### config.mk
export PLATFORM = sky130hd
export DESIGN_NAME = power_series_gen
export DESIGN_NICKNAME = d
export VERILOG_FILES = /design/src/rtl/exp_pkg.sv /design/src/rtl/fx_mul_sat.sv /design/src/rtl/power_series_gen.sv
export SDC_FILE = /design/constraint.sdc
export NUM_CORES = 1
export LEC_CHECK = 0
export CAP_MARGIN = 20
export CELL_PAD_IN_SITES_DETAIL_PLACEMENT = 0
export CELL_PAD_IN_SITES_GLOBAL_PLACEMENT = 2
export CORE_MARGIN = 2
export CORE_UTILIZATION = 40
export CTS_CLUSTER_SIZE = 40
export DETAILED_ROUTE_END_ITERATION = 8
export PLACE_DENSITY = 0.93
export SYNTH_ARGS = -nofsm -noshare
export SYNTH_HDL_FRONTEND = slang
export SYNTH_SLANG_ARGS = --single-unit
### constraint.sdc
create_clock -name clk -period 12.3 [get_ports clk]
set_input_delay 2.46 -clock clk [delete_from_list [all_inputs] [get_ports clk]]
set_output_delay 2.46 -clock clk [all_outputs]
set_load 0.01 [all_outputs]
### src/rtl/exp_pkg.sv
// Shared widths, FSM state type and saturation limit for the exponential datapath.
package exp_pkg;
  localparam int IN_INT  = 4;
  localparam int FRAC    = 11;
  localparam int OUT_INT = 15;
  localparam int IN_W    = IN_INT + FRAC;
  localparam int OUT_W   = OUT_INT + FRAC;
  localparam int PROD_W  = OUT_W + IN_W;

  localparam logic [OUT_W-1:0] SAT_MAX = '1;

  typedef enum logic [1:0] {IDLE, CALC, DONE} state_t;
endpackage

### src/rtl/fx_mul_sat.sv
// Combinational fixed-point multiply: full-precision product, truncate by FRAC,
// saturate to the output range; saturation propagates from the previous term.
module fx_mul_sat
  import exp_pkg::*;
(
  input  logic [OUT_W-1:0] a,
  input  logic [IN_W-1:0]  b,
  input  logic             sat_in,
  output logic [OUT_W-1:0] y,
  output logic             sat_out
);

  // Returns {sat_flag, value}.
  function automatic logic [OUT_W:0] trunc_sat(input logic [PROD_W-1:0] p,
                                               input logic             s);
    logic [PROD_W-1:0] r;
    r = p >> FRAC;
    if (s || (r > PROD_W'(SAT_MAX)))
      return {1'b1, SAT_MAX};
    return {1'b0, r[OUT_W-1:0]};
  endfunction

  logic [PROD_W-1:0] prod;
  logic [OUT_W:0]    res;

  assign prod    = PROD_W'(a) * PROD_W'(b);
  assign res     = trunc_sat(prod, sat_in);
  assign y       = res[OUT_W-1:0];
  assign sat_out = res[OUT_W];

endmodule

### src/rtl/power_series_gen.sv
// Generates X^1..X^NUM_TERMS one term per cycle through a single shared
// saturating fixed-point multiplier, with valid/ready on both sides.
module power_series_gen
  import exp_pkg::*;
#(
  parameter int NUM_TERMS = 6
) (
  input  logic                       clk,
  input  logic                       rst_n,
  input  logic [IN_W-1:0]            X,
  input  logic                       I_valid,
  output logic                       I_ready,
  output logic                       mul_valid,
  input  logic                       mul_ready,
  output logic [NUM_TERMS*OUT_W-1:0] terms,
  output logic [NUM_TERMS-1:0]       sat
);

  localparam int KW = (NUM_TERMS > 1) ? $clog2(NUM_TERMS) : 1;
  localparam logic [KW-1:0] K_LAST = KW'(NUM_TERMS - 1);

  state_t               state_q, state_d;
  logic [KW-1:0]        k_q;
  logic [KW-1:0]        k_prev;
  logic [IN_W-1:0]      x_q;
  logic [OUT_W-1:0]     term_q [NUM_TERMS];
  logic [NUM_TERMS-1:0] sat_q;
  logic                 accept;
  logic [OUT_W-1:0]     mul_y;
  logic                 mul_sat;

  always_comb begin
    state_d   = state_q;
    I_ready   = 1'b0;
    mul_valid = 1'b0;
    case (state_q)
      IDLE: begin
        I_ready = rst_n;
        if (I_valid)
          state_d = (NUM_TERMS == 1) ? DONE : CALC;
      end
      CALC: begin
        if (k_q == K_LAST)
          state_d = DONE;
      end
      DONE: begin
        mul_valid = 1'b1;
        if (mul_ready)
          state_d = IDLE;
      end
      default: state_d = IDLE;
    endcase
  end

  assign accept = I_valid && I_ready;
  assign k_prev = k_q - KW'(1);

  fx_mul_sat u_mul (
    .a       (term_q[k_prev]),
    .b       (x_q),
    .sat_in  (sat_q[k_prev]),
    .y       (mul_y),
    .sat_out (mul_sat)
  );

  // State, operand and term array; reset clears everything so an aborted
  // operation leaves no stale terms behind.
  always_ff @(posedge clk) begin
    if (!rst_n) begin
      state_q <= IDLE;
      k_q     <= '0;
      x_q     <= '0;
      sat_q   <= '0;
      for (int i = 0; i < NUM_TERMS; i++)
        term_q[i] <= '0;
    end else begin
      state_q <= state_d;
      if (accept) begin
        x_q       <= X;
        term_q[0] <= OUT_W'(X);
        sat_q     <= '0;
        k_q       <= KW'(1);
      end else if (state_q == CALC) begin
        term_q[k_q] <= mul_y;
        sat_q[k_q]  <= mul_sat;
        k_q         <= k_q + KW'(1);
      end
    end
  end

  for (genvar g = 0; g < NUM_TERMS; g++) begin : g_pack
    assign terms[g*OUT_W +: OUT_W] = term_q[g];
  end

  assign sat = sat_q;

endmodule

# ---- Word-level counts from Yosys, hierarchy flattened
# Memory sizes are Yosys's and may differ from the RTL's.
# Index checks and enable logic that the tools add are counted.
dict set report word_totals {
  ff_bits 26
  latch_bits 0
  ram_bits 156
  mem_bits_ro 0
  inputBits 19
  out_inout_bits 164
  word_cells 57
  n_memories 1
}
dict set report op_classes {
  n_addsub 2
  multipliers 1
  n_div 0
  magnitude_cmp 4
  n_eq_ne 6
  shift 0
  n_mux 28
  bitwise 2
  reduce_logical 8
}
# memory words width read_ports rd_clocked_by_memory_dff write_ports line_no
set memory_table {}
lappend memory_table {term_q 6 26 7 0 6 power_series_gen.sv:26} ;# logic [OUT_W-1:0] term_q [NUM_TERMS];
# operator n
set op_table {}
lappend op_table {{27-bit 2-to-1 mux} 2}
lappend op_table {{26-bit 2-to-1 mux} 2}
lappend op_table {{26-bit by 15-bit multiplier with 41-bit output} 1}
lappend op_table {{30-bit by 26-bit > comparator with 1-bit output (second input constant)} 1}
lappend op_table {{26-bit OR reduction} 1}
lappend op_table {{1-bit 2-to-1 mux} 16}
lappend op_table {{3-bit by 4-bit < comparator with 1-bit output (second input constant)} 2}
lappend op_table {{6-bit bitwise mux} 1}
lappend op_table {{2-bit 2-to-1 mux} 3}
lappend op_table {{2-bit inequality test (second input constant)} 3}
lappend op_table {{2-bit case mux with 3 select lines} 1}
lappend op_table {{3-bit by 1-bit adder with 3-bit output (second input constant)} 1}
lappend op_table {{1-bit binary-select mux with 3-bit select} 1}
lappend op_table {{1-bit demux with 3-bit select} 1}
lappend op_table {{3-bit == test (second input constant)} 1}
lappend op_table {{3-bit by 1-bit >= comparator with 1-bit output (second input constant)} 1}
lappend op_table {{3-bit 2-to-1 mux} 1}
lappend op_table {{3-bit AND reduction} 1}
lappend op_table {{3-bit by 1-bit subtractor with 3-bit output (second input constant)} 1}
lappend op_table {{2-bit by 1-bit == test with 1-bit output (second input constant)} 1}
lappend op_table {{2-bit == test (second input constant)} 1}
lappend op_table {{1-bit logical AND} 2}
lappend op_table {{2-bit zero test} 1}
lappend op_table {{2-bit nonzero test} 1}
lappend op_table {{other kinds (4)} 4}

# ---- Longest topological paths before layout
dict set report depth {
  ltp_word 8
  ltp_mapped 35
  ltp_nobuf 28
}

# ---- Cells and area by module
# Synthesis repeated with hierarchy kept, for this count alone.
dict set report unflattened {
  hier_cells 2179
  hier_area_um2 23336.1
}
# mod instances cells_per_inst area_per_inst_um2 seq_area_each_um2
set by_module_without_submodules {}
lappend by_module_without_submodules {fx_mul_sat 1 1520 13035.0 0.0}
lappend by_module_without_submodules {power_series_gen 1 659 10301.1 6766.5}

# ---- Worst setup path before layout
# OpenSTA, ideal clock, no wires.
dict set report synth_path {
  path_type {register -> register}
  start {register k_q[0]}
  end {memory term_q[5][12] (netlist name), data pin}
  arrival_ns 8.805
  slack_ns 3.210
  path_stages_with_launch 33
  path_buffers 6
  cell_sequence {dfxtp_1 -> inv_1 -> ha_1 -> buf_2 -> clkbuf_1 -> buf_1 -> clkbuf_1 -> mux4_2 -> nand2_1 -> nand2_1 -> and2_1 -> fa_1 -> inv_1 -> fa_1 -> inv_1 -> fa_1 -> inv_1 -> fa_1 -> fa_1 -> inv_1 -> fa_1 -> ha_1 -> a21o_1 -> a21o_1 -> a21o_1 -> nor3b_1 -> a2111oi_4 -> o21a_1 -> o211a_1 -> buf_2 -> nor4_4 -> buf_6 -> a21oi_1}
}
# element line_no
set synth_rtl {}
lappend synth_rtl {{from (decl)} power_series_gen.sv:23} ;# logic [KW-1:0] k_q;
lappend synth_rtl {{from (signal assigned)} power_series_gen.sv:86} ;# k_q <= k_q + KW'(1);
lappend synth_rtl {{to (decl)} power_series_gen.sv:26}

==> results.yml <==
run_status:
  status: "completed"
worst_setup_path:
  cpMostUsedCell: "fa_1"
  worstReg2RegEnd: "term_q[5][7]"
  cp.arrival_ns: 10.59
  regToRegSetupSlack_ns: 1.88
  crit_path_max_incr_delay_ns: 1.14
  path_buf_inv: 6
  r2r_start: "k_q[0]"
  end_kind: "flip-flop"
  cp.required_ns: 12.48
  cp_max_fo: 78
  critical_path_class: "reg -> reg"
  crit_path_start_kind: "flip-flop"
  crit_slowest_cell: "ha_2"
  rr_worst_depth: 27
  path_delay_family: "adder cells"
synth:
  synth_edf_count: 208
  synth_most_common_cell: "inv_1"
  synth.area.mux_share_pct: 5.719
  synth_warnings: 0
  ys_seq_area_share_pct: 29.23
  yosysUniqueCellTypes: 73
  synth_compound_gate_area_share_pct: 8.329
  ys_ff_latch: 234
  async_flop_share_pct: 0
  syn_avg_cell_area_um2: 10.32
  synth-xor-area-share_pct: 1.319
  synth-simple-area-share_pct: 14.90
  synth_area_um2: 23150
  synthAdderAreaFrac_pct: 32.40
  netlist_top_cells_area: "edfxtp_1 (27%), fa_1 (27%), ha_1 (5.7%)"
  syn-num-nets: 2676
  synthTopCellsByCount: "inv_1 (346), fa_1 (309), nand2_1 (298), edfxtp_1 (208), a21oi_1 (175)"
  synth_top_area_share_pct: 26.98
  synth_top_family_by_area: "adder cells"
  synth_ff_type: "edfxtp_1"
  synth_top_cell_by_area: "edfxtp_1"
  synth_cells: 2243
worst_hold_path:
  min_to: "x_q[4]"
  worstHoldPathType: "reg -> reg"
  hold_depth: 2
  hold_start: "x_q[4]"
clock_tree:
  cts_tree: "yes"
  cts.clk_slew.worst_paths_ns: 0.07
  cts_root_buf: "clkbuf_16"
  cts_max_path_buffers: 3
  clock_latency_ns: 0.52
  cts_sinks: 234
  cts_buffers: 20
  hold_buffers: 0
  cts_max_level: 1
  post_cts_buffers: 0
  ctsResizeCount: 0
routing:
  wire_per_inst_um: 22.96
  drt-total-wl_mm: 71.76
  viasPerCell: 5.549
  drt_first_pass_iters: 5
  drtAntennaViolNets: 0
  drc: 0
  drt_iter0_markers: 1318
  vias: 17340
final_layout:
  layout-area-overhead-vs-synth_pct: 13.85
  fin_util_pct: 45.86
  nNetsFinal: 2780
  diodes: 0
  drive_above_1_share_pct: 6.398
  final.fill_count: 5359
power_and_ir_drop:
  finalPower_mw: 4.539
  vdd_drop_max_mv: 0.1542
  power_density_nw_per_um2: 172.2
  p_leak_nw: 11.17
die:
  core_um2: 57480
  rows: 88
  start_util_pct: 40.28
  ios: 183
  die-area_um2: 59810
  die_w_um: 244.6
  die_h_um: 244.6
global_route:
  antenna_found_initial: 0
  grt_use_total_pct: 24.35
  grt_pass1_wl_mm: 111.3
  grt_pass1_vias: 18480
  overflow: 0
  grt_max_degree: 79
timing:
  rsz0062_at_grt: "no"
  tightest_slew_ns: 1.207
  finalCritPeriodShare_pct: 84.68
  fin_crit_ns: 10.42
  fin_setup_tns_ns: 0
  hold_violations: 0
  fin_hold_ws_ns: 0.4507
  maxSlewViolCount: 0
  finalClockSkew_ns: 0.02375
  fmax_ghz: 0.09601
  finalSetupViolations: 0
  slew_headroom_pct: 18.76
place:
  port_buffers: 182
  finalWeightedCongestion: 0.8681
  hpwl_mm: 54.43
flow_run:
  cap_violations: 0
worst reg2reg max path, stage by stage, from the launching register on:
cell and delay (ns):
dfxtp_4 0.50, inv_1 0.20, ha_2 1.14, mux4_2 0.44, nand2_1 0.15, nand2_1 0.46
and2_1 0.38, fa_1 0.49, inv_1 0.06, fa_1 0.54, inv_1 0.06, fa_1 0.51
inv_1 0.05, fa_1 0.48, fa_1 0.55, inv_1 0.06, fa_1 0.50, ha_1 0.38
a21o_1 0.22, a21o_1 0.18, a21o_1 0.20, nor3b_1 0.45, a2111oi_4 0.19, o21a_1 0.25
o211a_1 0.40, nor3_4 0.23, buf_4 0.71, a31oi_1 0.29
cell families after synthesis:
family / Yosys count
AO/OA/AOI/OAI: 318
buffers and inverters: 487
flip-flops: 234
adder cells (fa/ha/maj): 414
AND/OR/NAND/NOR: 691
multiplexers: 68
XOR/XNOR: 31
state kept, by name, summed over array words and instances, names as in the netlist:
| signal | count |
|---|---|
| state_q | 2 |
| sat | 6 |
| x_q | 15 |
| term_q | 208 |
| k_q | 3 |
through the flow:
| stage | worst slack, ns | std cells | instance area (um2) |
|---|---|---|---|
| after floorplan | 3.210 | 2243 | 23150 |
| after global placement | 2.110 | 3090 | 25690 |
| after detailed placement | 1.951 | 3090 | 25690 |
| after CTS | 1.903 | 3125 | 26360 |
| after global routing | 1.347 | 3125 | 26360 |
| final | 1.885 | 3125 | 26360 |
where the power goes:
| part | switching, mW | internal, mW | total (mW) |
|---|---|---|---|
| clock | 0.284 | 0.367 | 0.650 |
| sequential | 0.0476 | 0.946 | 0.994 |
| combinational | 1.95 | 0.948 | 2.90 |
area by class of cell:
type | instances | area, um2 | share of cell area [%]
Tap cell | 765 | 957.2 | 3.632
Timing Repair Buffer | 223 | 2130 | 8.080
Clock inverter | 9 | 100.1 | 0.3798
Multi-Input combinational cell | 1522 | 14540 | 55.15
Clock buffer | 26 | 564.3 | 2.141
Sequential cell | 234 | 6770 | 25.69
Inverter | 346 | 1299 | 4.928
worst max path at each step:
stage,from,to,slack [ns],cells after the start
3_5_place_dp,k_q[0],term_q[6][7],1.95,28
5_1_grt,k_q[0],term_q[5][14],1.35,28
4_1_cts,k_q[0],term_q[5][7],1.90,28
6_report,k_q[0],term_q[5][7],1.88,27
3_3_place_gp,k_q[0],term_q[6][13],2.11,28
2_1_floorplan,k_q[0],term_q[5][12],3.21,32
placed cells by master (no fill, tap or decap), types with 5 or more instances in the layout:
master,count
inv_1,346
fa_1,309
nand2_1,296
edfxtp_1,208
clkdlybuf4s50_1,182
a21oi_1,175
nor2b_1,116
ha_1,104
and2_1,101
nor2_1,67
mux4_2,50
buf_4,41
o21ai_0,29
nand2b_1,25
dfxtp_1,25
a31oi_1,23
a21o_1,21
clkbuf_16,21
xnor2_1,17
nand3_1,14
nand4_1,14
mux2i_1,13
nor3_1,11
or3_1,11
xor2_1,11
o21bai_1,10
and3_1,8
a211oi_1,7
a22o_1,6
o21a_1,5
o31ai_1,5
per-layer routing:
metal,wire length (um),track usage (%)
met1,29300,33.04
met2,34800,40.79
met3,5819,3.369
met4,1839,7.012
met5,0,0
Power figures use the tool's default switching activity.
